[src/rtl/hilo_ctrl.sv]
// HI/LO register controller: launches DIV/MULT units, captures their results
// and handles mthi/mtlo writes. Define HILO_TIMEOUT_EN to enable the watchdog.
module hilo_ctrl #(
   parameter int TIMEOUT_CYC = 48
) (
   input  logic        clk,
   input  logic        reset,
   input  logic        start_div,
   input  logic        start_mult,
   input  logic        div_stop,
   input  logic        div_zero,
   input  logic [31:0] div_hi,
   input  logic [31:0] div_lo,
   input  logic        mult_stop,
   input  logic [31:0] mult_hi,
   input  logic [31:0] mult_lo,
   input  logic        mthi_we,
   input  logic        mtlo_we,
   input  logic [31:0] wdata,
   input  logic        sel_hi,
   output logic        ctrl_div,
   output logic        ctrl_mult,
   output logic        busy,
   output logic        hilo_done,
   output logic        div_zero_exc,
   output logic        timeout_exc,
   output logic [31:0] hi_out,
   output logic [31:0] lo_out,
   output logic [31:0] rd_data
);

   localparam int CNT_W = $clog2(TIMEOUT_CYC + 1);

   typedef enum logic [1:0] {
      IDLE      = 2'd0,
      DIV_WAIT  = 2'd1,
      MULT_WAIT = 2'd2
   } state_t;

   state_t           state, state_d;
   logic [31:0]      hi_q, hi_d, lo_q, lo_d;
   logic [CNT_W-1:0] cnt_q, cnt_d;
   logic             ctrl_div_q, ctrl_div_d;
   logic             ctrl_mult_q, ctrl_mult_d;
   logic             done_q, done_d;
   logic             zero_q, zero_d;
   logic             tmo_q, tmo_d;
   logic             timeout_hit;

   // The watchdog fires on the wait edge where the counter would reach TIMEOUT_CYC.
`ifdef HILO_TIMEOUT_EN
   localparam logic [CNT_W-1:0] LAST_CNT = CNT_W'(TIMEOUT_CYC - 1);
   assign timeout_hit = (cnt_q == LAST_CNT);
`else
   assign timeout_hit = 1'b0;
`endif

   always_ff @(posedge clk or posedge reset) begin
      if (reset) begin
         state       <= IDLE;
         hi_q        <= '0;
         lo_q        <= '0;
         cnt_q       <= '0;
         ctrl_div_q  <= 1'b0;
         ctrl_mult_q <= 1'b0;
         done_q      <= 1'b0;
         zero_q      <= 1'b0;
         tmo_q       <= 1'b0;
      end else begin
         state       <= state_d;
         hi_q        <= hi_d;
         lo_q        <= lo_d;
         cnt_q       <= cnt_d;
         ctrl_div_q  <= ctrl_div_d;
         ctrl_mult_q <= ctrl_mult_d;
         done_q      <= done_d;
         zero_q      <= zero_d;
         tmo_q       <= tmo_d;
      end
   end

   // Unit completions take priority over the watchdog on the same edge.
   always_comb begin
      state_d     = state;
      hi_d        = hi_q;
      lo_d        = lo_q;
      cnt_d       = cnt_q;
      ctrl_div_d  = 1'b0;
      ctrl_mult_d = 1'b0;
      done_d      = 1'b0;
      zero_d      = 1'b0;
      tmo_d       = 1'b0;
      case (state)
         IDLE: begin
            if (mthi_we) hi_d = wdata;
            if (mtlo_we) lo_d = wdata;
            if (start_div) begin
               state_d    = DIV_WAIT;
               ctrl_div_d = 1'b1;
               cnt_d      = '0;
            end else if (start_mult) begin
               state_d     = MULT_WAIT;
               ctrl_mult_d = 1'b1;
               cnt_d       = '0;
            end
         end
         DIV_WAIT: begin
            if (div_zero) begin
               zero_d  = 1'b1;
               state_d = IDLE;
            end else if (div_stop) begin
               hi_d    = div_hi;
               lo_d    = div_lo;
               done_d  = 1'b1;
               state_d = IDLE;
            end else if (timeout_hit) begin
               tmo_d   = 1'b1;
               state_d = IDLE;
            end else begin
               cnt_d = cnt_q + 1'b1;
            end
         end
         MULT_WAIT: begin
            if (mult_stop) begin
               hi_d    = mult_hi;
               lo_d    = mult_lo;
               done_d  = 1'b1;
               state_d = IDLE;
            end else if (timeout_hit) begin
               tmo_d   = 1'b1;
               state_d = IDLE;
            end else begin
               cnt_d = cnt_q + 1'b1;
            end
         end
         default: state_d = IDLE;
      endcase
   end

   assign busy         = (state != IDLE);
   assign ctrl_div     = ctrl_div_q;
   assign ctrl_mult    = ctrl_mult_q;
   assign hilo_done    = done_q;
   assign div_zero_exc = zero_q;
   assign timeout_exc  = tmo_q;
   assign hi_out       = hi_q;
   assign lo_out       = lo_q;
   assign rd_data      = sel_hi ? hi_q : lo_q;

endmodule

[config.mk]
export PLATFORM = sky130hd
export DESIGN_NAME = hilo_ctrl
export DESIGN_NICKNAME = d
export VERILOG_FILES = /design/src/rtl/hilo_ctrl.sv
export SDC_FILE = /design/constraint.sdc
export NUM_CORES = 1
export LEC_CHECK = 0
export ABC_AREA = 1
export BUFFER_PORTS_ARGS = -buffer_cell sky130_fd_sc_hd__buf_2
export CAP_MARGIN = 20
export CELL_PAD_IN_SITES_DETAIL_PLACEMENT = 1
export CELL_PAD_IN_SITES_GLOBAL_PLACEMENT = 1
export CORE_AREA = 2 2 126 128
export DETAILED_ROUTE_END_ITERATION = 10
export DIE_AREA = 0 0 128 130
export MAX_ROUTING_LAYER = met4
export PLACE_DENSITY_LB_ADDON = 0.05
export SYNTH_ARGS = -nofsm -noshare
export SYNTH_HDL_FRONTEND = slang
export SYNTH_SLANG_ARGS = --single-unit
[constraint.sdc]
create_clock -name clk -period 6.13 [get_ports clk]
set_clock_uncertainty 0.1 [all_clocks]
set_input_delay 1.226 -clock clk [delete_from_list [all_inputs] [get_ports clk]]
set_output_delay 1.226 -clock clk [all_outputs]
set_load 0.05 [all_outputs]
======== Yosys cells after proc, flatten, opt, wreduce, memory -nomap -nowiden ========
Index checks and enable logic that the tools add are counted.
word-level totals
  register bits ........................... 70
cells by class
  eq/ne operators ......................... 9
  muxes and demuxes ....................... 28
  reductions and logical operators ........ 6
operator list
  kind                  count
  $mux W32              9
  $pmux W32 S3          2
  $mux W1               10
  $mux W2               5
  $ne A2 B2 Y1 const B  5
  $reduce_and A5 Y1     2
  $ne A3 B3 Y1 const B  2
  $pmux W2 S3           1
  $reduce_and A3 Y1     1
  $reduce_bool A3 Y1    1
  $eq A2 B1 Y1 const B  1
  $eq A2 B2 Y1 const B  1
  $logic_not A2 Y1      1
  $pmux W1 S2           1
  $reduce_bool A2 Y1    1

======== Depth between registers and ports, before layout ========
Gate-level depths: netlist (run 1).
  word-level depth ........................ 3
  mapped depth ............................ 10
  depth with buffers taken out ............ 8

======== Worst setup path before layout (run 1) ========
OpenSTA, ideal clock, no wires.
  path kind ............................... input port to output port
  from .................................... input port sel_hi
  to ...................................... output port rd_data[4]
  data arrival time ....................... 2145 ps
  required time ........................... 4804 ps
  path slack .............................. 2659 ps
  stages on the path ...................... 3
  path through ............................ clkbuf_1 -> buf_2 -> mux2_1
between the ends
  longest elaborated chain between the ends .. 1
ends and longest elaborated chain
  item             RTL line  text
  start, declared  20        input logic sel_hi,
  $mux W32         148       assign rd_data = sel_hi ? hi_q : lo_q;
  end, declared    29        output logic [31:0] rd_data
No other way between the ends.

======== Final worst setup path (run 1) ========
  from .................................... input port sel_hi
  to ...................................... output port rd_data[18]
Same word-level chain as after synthesis.

==> results.rst, run 1 <==
.. list-table::
   :header-rows: 1

   * - Metric
     - Value
   * - Run status
     - finished clean
   * - Least setup slack across all paths after layout
     - about 2.3 ns
   * - Min-Delay Path Class
     - reg -> reg
   * - Most common cell after layout, fill and taps aside
     - nand2_1
   * - Number of buffers inserted by post-CTS setup repair
     - 0
   * - Worst Hold Margin
     - about 0.39 ns
   * - Worst path bufs/invs
     - 2
   * - Via count of the first global-routing pass
     - ~5300
   * - Power density over cell area
     - around 650 nW/um^2
   * - Fin nets
     - 1160
   * - Tightest slew margin relative to the limit
     - 0.388
   * - Worst-case vdd ir drop
     - ~0.3 mV
   * - Library cell occupying the most area in the post-synthesis netlist
     - nand2_1
   * - Cell at the root of the clock tree
     - clkbuf_16
   * - Cells after Synth
     - between 700 and 800
   * - Detailed-placement wirelength estimate
     - 13000 microns
   * - Delay contributed by the slowest stage of the critical path
     - around 0.64 ns
   * - Largest cells by area after synthesis
     - nand2_1 45%, dfrtp_1 38%, mux2_2 7.3%, buf_2 3.2%, inv_1 1.2%
   * - Chip height
     - between 100 and 150 microns
   * - Post-CTS resize count
     - 0
   * - Achievable clock frequency
     - 260 MHz
   * - Top cell family by delay on the critical path
     - buffers and inverters
   * - Number of hold buffers added after cts
     - 0
   * - Slowest cell on the critical path
     - buf_2
   * - CTS tree
     - done
   * - Pin count of the biggest net entering global routing
     - 68
   * - Final antenna-violating net count
     - 0
   * - Leakage power summed over all cells
     - just over 4 nW
   * - Area added between synthesis and finish
     - 36.9%
   * - Starting DRC count in detailed routing
     - about 170
   * - Critical Path Fanout Max
     - 32
   * - Data arrival time of the worst path
     - approximately 2.5 ns
   * - Final weighted congestion in routability-driven placement
     - 0.749
   * - Non-Filler Instances
     - between 1000 and 1500
   * - Area of the core
     - between 15000 and 20000 sq um
   * - Routed WL
     - around 18000 microns
   * - Area of the die
     - between 15000 and 20000 sq um
   * - Area share of the leading cell type in the synthesized netlist
     - 0.452
   * - RSZ-0062 raised after global routing
     - false
   * - Number of max-cap violations
     - 0
   * - Startpoint class of the critical path
     - input pin
   * - Post-Place Worst Slack
     - 2.23 ns
   * - Clock slew seen by the registers of the worst setup and hold paths
     - approximately 0.05 ns
   * - Clock latency of the later-clocked register in the worst-skew pair
     - approximately 0.35 ns
   * - FF+latch count, synth
     - 70
   * - Depth of the CTS H-tree
     - 3
   * - Total Power
     - just over 4 mW
   * - I/O pin cnt
     - 272
   * - Number of inserted diodes
     - 0
   * - Commonest cells after routing, fill and taps aside
     - 558 x nand2_1, 270 x buf_2, 70 x dfrtp_1
   * - Finished Cell Area
     - approximately 6300 sq um
   * - Initial cell density of the core
     - 0.300
   * - Final design utilization
     - 0.411
   * - Sequential cell area fraction in the yosys report
     - 0.378
   * - Number of sinks handled by clock tree synthesis
     - 70
   * - Final global-route overflow total
     - 0
   * - Placement row count
     - 46
   * - Die width
     - around 130 microns
   * - Count of vias placed by the detailed router
     - ~5300
   * - Crit path required time
     - ~4.8 ns
   * - Syn Area/Cell
     - between 6 and 7 sq um
   * - Cells along the critical path
     - buf_2 > mux2_2 > buf_2
   * - Number of library cell types mapped by synthesis
     - 20
   * - Via/cell ratio
     - 4.52
   * - Global router's overall resource usage
     - 0.221
   * - Slew at the pin closest to its max-slew limit
     - between 0.9 and 1 ns
   * - Final period utilization
     - 0.627
   * - Nets in the synthesized netlist
     - 913
   * - Cells after DPL
     - 1167
   * - Hold violation total from the final report
     - 0
   * - Cell area after technology mapping
     - between 4000 and 5000 sq um
   * - Final period demand of the worst path
     - between 3 and 4 ns
   * - Most used cell, CP
     - buf_2
   * - First-pass GRT wire length
     - 27700 microns
   * - Max Root-Sink Buffers
     - 2
   * - Total placed instance area
     - a little over 6000 sq um
   * - Total number of yosys warnings
     - 0
   * - DRC violation count after routing
     - 0
   * - Sum of negative setup slack
     - 0 ns
   * - Initial antenna violation count
     - 0
   * - Final routed wire length divided by cell count
     - around 15 microns
   * - Sort of element at the end of the critical path
     - output pin
   * - Critical path class
     - in -> out
   * - I/O Buffers
     - between 200 and 300
   * - Final Max Slew Viols
     - 0
   * - Share of final-layout standard cells stronger than drive strength 1
     - 0.330
   * - Number of iterations in the first detailed-routing pass
     - 4
   * - Clock buffers created by TritonCTS
     - 9
   * - Final setup violating endpoints
     - 0
==> metal layers <==
metal / wire (microns) / vias to the layer above / global-route usage
met5: 0 / - / -
met4: 179 / 0 / 0.0530
li1: - / 2724 / -
met3: 871 / 12 / 0.0459
met2: 8800 / 149 / 0.375
met1: 7820 / 2455 / 0.272
==> flip-flops by register name (all words and copies together) (netlist names) <==
register / count
hi_out: 32
ctrl_mult: 1
hilo_done: 1
lo_out: 32
ctrl_div: 1
state: 2
div_zero_exc: 1
==> worst register-to-register path, stage by stage, from the launching register on <==
cell and delay, ns:
dfrtp_1 0.40, inv_1 0.11, ha_2 0.63, buf_4 0.48, nand2_1 0.21, nand2_1 0.13
nor2_1 0.05, nand2_1 0.05, buf_4 0.38, nand2_1 0.12, nand2_1 0.08
==> final timing paths <==
check | start | endpoint | slack, ns | depth (start not counted)
min reg2reg | lo_out[8] | lo_out[8] | 0.39 | 2
min in group asynchronous | reset | lo_out[14] | 0.89 | 2
min | lo_out[8] | lo_out[8] | 0.39 | 2
max reg2reg | state[1] | hi_out[12] | 3.33 | 10
max | sel_hi | rd_data[18] | 2.28 | 3
max in group asynchronous | reset | hi_out[3] | 4.04 | 3
==> cells by family after synthesis <==
| logic type | synth area share |
|---|---|
| multiplexers | 0.0778 |
| AO/OA/AOI/OAI | 0.00405 |
| buffers and inverters | 0.0591 |
| other | 0.000809 |
| adder cells (fa/ha/maj) | 0.0108 |
| flip-flops | 0.378 |
| AND/OR/NAND/NOR | 0.469 |
==> final cells by class <==
cell class                 count  area [sq um]
multi-input combinational    613          2620
clock buffer                  14           264
sequential                    70          1750
tap                          192           240
clock inverter                 1          5.00
timing repair buffer         277          1400
fill                        2165          9080
inverter                      15          56.3
==> power by group <==
group          switching [mW]  internal [mW]  total, mW
registers               0.175          0.675      0.849
logic                    2.14          0.665       2.80
clock network           0.195          0.293      0.488
==> Yosys cell counts <==
library cell and count:
dfrtp_1 70, nand3_1 5, ha_1 4, buf_4 7
nand2_1 558, o21ai_2 1, buf_1 2, mux2_2 30
nor2_4 1, inv_1 15, nor3_1 1, buf_2 30
a21oi_1 2, nand2_2 1, conb_1 1, mux2_1 2
clkbuf_1 2, nand4_1 2, nor2_2 1, nor2_1 4
(Power assumes the default switching activity.)
==> run 2: changes to the inputs <==
- ABC_AREA: 1 -> 0
- CORE_AREA: 2 2 126 128 -> 2 2 121 123
- DIE_AREA: 0 0 128 130 -> 0 0 123 125
- clock period: 6.13 -> 3.95 ns (I/O delays scaled with it)
==> run 2 against run 1 <==
Effect of this change:
- worst hold slack got worse by 0.12 ns
- setup slack worse by 1.3 ns
- via count down 22%
- wire length fell by 13%
- global-route usage shrank 1.7 points
- count of clock-buffer cells in the layout fell by 3
- highest routed layer unchanged
==> results.rst, run 2 <==
.. list-table::
   :header-rows: 1

   * - Metric
     - Value
   * - Crit path required time
     - 3.06 ns (-1.74 ns)
   * - Area of the core
     - 14200 sq um (-7.9%)
   * - Total placed instance area
     - 5860 sq um (-3.6%)
   * - Final period utilization
     - 0.740
   * - RSZ-0062 raised after global routing
     - false
   * - Slew at the pin closest to its max-slew limit
     - 0.946 ns (+0.0302 ns)
   * - Final Max Slew Viols
     - 0 (unchanged)
   * - Critical path class
     - in -> out
   * - Via count of the first global-routing pass
     - 4494 (-16%)
   * - Run status
     - finished clean
   * - Clock buffers created by TritonCTS
     - 9 (unchanged)
   * - Tightest slew margin relative to the limit
     - 0.369 (-0.0187)
   * - Share of final-layout standard cells stronger than drive strength 1
     - 0.557 (+0.227)
   * - I/O pin cnt
     - 272 (unchanged)
   * - Post-CTS resize count
     - 0 (unchanged)
   * - Chip height
     - 125 microns (-3.8%)
   * - Min-Delay Path Class
     - in -> async
   * - Die width
     - 123 microns (-3.9%)
   * - Final global-route overflow total
     - 0 (unchanged)
   * - Number of enable flip-flop cells after synthesis
     - 0 (unchanged)
   * - Number of sinks handled by clock tree synthesis
     - 70 (unchanged)
   * - Commonest cells after routing, fill and taps aside
     - 270 x buf_2, 70 x dfrtp_1, 66 x a21oi_1
   * - Final weighted congestion in routability-driven placement
     - 0.765 (+2.1%)
   * - Finished Cell Area
     - 6150 sq um (-3.0%)
   * - Count of vias placed by the detailed router
     - 4176 (-22%)
   * - Initial antenna violation count
     - 1 (+1)
   * - Library cell occupying the most area in the post-synthesis netlist
     - dfrtp_1
   * - Routed WL
     - 15400 microns (-13%)
   * - Achievable clock frequency
     - 342 MHz
   * - Largest cells by area after synthesis
     - dfrtp_1 39%, mux2_4 20%, a22oi_1 11%, mux2_1 9.1%, a21oi_1 7.4%
   * - Detailed-placement wirelength estimate
     - 11100 microns (-15%)
   * - Final setup violating endpoints
     - 0 (unchanged)
   * - Sequential cell area fraction in the yosys report
     - 0.393 (+0.0153)
   * - Via/cell ratio
     - 5.00 (+11%)
   * - Cells after Synth
     - 391 (-47%)
   * - Dominant cell by count in the synthesized netlist
     - dfrtp_1
   * - Max Root-Sink Buffers
     - 2 (unchanged)
   * - Startpoint class of the critical path
     - input pin
   * - Number of max-cap violations
     - 0 (unchanged)
   * - Number of hold buffers added after cts
     - 0 (unchanged)
   * - Starting DRC count in detailed routing
     - 142 (-18%)
   * - Number of buffers inserted by post-CTS setup repair
     - 0 (unchanged)
   * - Flip-flop cell with the highest count after synthesis
     - dfrtp_1
   * - Initial cell density of the core
     - 0.314 (+0.0131)
   * - I/O Buffers
     - 270 (unchanged)
   * - First-pass GRT wire length
     - 23700 microns (-14%)
   * - Number of library cell types mapped by synthesis
     - 26 (+30%)
   * - Area of the die
     - 15400 sq um (-7.6%)
   * - Final antenna-violating net count
     - 0 (unchanged)
   * - Sort of element at the end of the critical path
     - output pin
   * - Cell area after technology mapping
     - 4450 sq um (-3.9%)
   * - Hold violation total from the final report
     - 0 (unchanged)
   * - Global router's overall resource usage
     - 0.204 (-0.0169)
   * - Most common cell after layout, fill and taps aside
     - buf_2
   * - Area added between synthesis and finish
     - 38.1%
   * - Syn Area/Cell
     - 11.4 sq um (+82%)
   * - Data arrival time of the worst path
     - 2.03 ns (-0.49 ns)
   * - DRC violation count after routing
     - 0 (unchanged)
   * - CTS tree
     - done
   * - Number of iterations in the first detailed-routing pass
     - 4 (unchanged)
   * - Leading post-synthesis cells by instance count
     - 70 x dfrtp_1, 66 x a21oi_1, 64 x a22oi_1
   * - Area share of the leading cell type in the synthesized netlist
     - 0.393 (-0.0587)
   * - Final routed wire length divided by cell count
     - 18.4 microns (+23%)
   * - Pin count of the biggest net entering global routing
     - 98 (+44%)
   * - Nets in the synthesized netlist
     - 565 (-38%)
   * - Clock latency of the later-clocked register in the worst-skew pair
     - 0.33 ns (-0.02 ns)
   * - Placement row count
     - 44 (-4.3%)
   * - FF+latch count, synth
     - 70 (unchanged)
   * - Async SR Flop Fraction
     - 1.00 (unchanged)
   * - Clock slew seen by the registers of the worst setup and hold paths
     - 0.06 ns (about the same)
   * - Total number of yosys warnings
     - 0 (unchanged)
   * - Cell at the root of the clock tree
     - clkbuf_16
   * - Critical Path Fanout Max
     - 17 (-47%)
   * - Sum of negative setup slack
     - 0 ns (unchanged)
   * - Fin nets
     - 819 (-29%)
   * - Final period demand of the worst path
     - 2.92 ns
   * - Depth of the CTS H-tree
     - 3 (unchanged)
-- run 2: cell types whose count changed after synthesis, sizes merged, moves of 8 or more --
cell and change:
buf -19, a22oi +64, clkbuf +14, nor2 +27, mux2 +64, a21oi +64
inv -8, nand2 -557
-- run 2: critical path, cell delays in order --
cell and delay [ns]:
buf_2 0.38, buf_4 0.30, mux2_1 0.34, buf_2 0.21
-- run 2: logic make-up after synthesis --
logic type	after synthesis	share of synthesized area
compound gates	137	0.201
mux	96	0.293
flops	70	0.393
buf+inv	43	0.0640
simple gates	40	0.0368
fa+ha+maj	4	0.0112
other cells	1	0.000842
-- run 2: final timing paths --
kind	endpoint	cells after the start	slack, ns	start
max in group asynchronous	lo_out[5]	4	2.71	reset
worst max register to register	hi_out[17]	7	1.55	state[0]
worst max-delay path	rd_data[11]	4	1.03	sel_hi
worst min register to register	lo_out[31]	1	0.43	lo_out[31]
worst min-delay path	hi_out[14]	2	0.27	reset
min in group clk	lo_out[31]	1	0.43	lo_out[31]
-- run 2: stage by stage --
stage | hold slack [ns] | setup slack (ns) | utilization | cells
floorplan | 0.416 | 1.29 | - | 391
global placement | 0.401 | 1.01 | 0.412 | 817
detailed placement | 0.409 | 0.984 | 0.412 | 817
CTS | 0.431 | 0.977 | 0.431 | 833
global route | 0.269 | 0.961 | 0.433 | 835
finish | 0.268 | 1.03 | 0.433 | 835
-- run 2: layout make-up --
cell class	count	area [sq um]
Clock inverter	5	25.0
Fill cell	1680	8050
Sequential cell	70	1750
Inverter	7	27.5
Clock buffer	11	243
Timing Repair Buffer	279	1440
Multi-Input combinational cell	278	2430
Antenna cell	1	2.50
Tap cell	184	230
-- run 2: routing by layer --
layer,track usage,wire length (microns)
met5,-,0
met1,0.244,6360
met4,0.0582,265
met2,0.348,7730
met3,0.0401,1030
Power of run 2 is not shown: default switching activity piles up to over one toggle a cycle in this logic, so the estimate is an artifact.
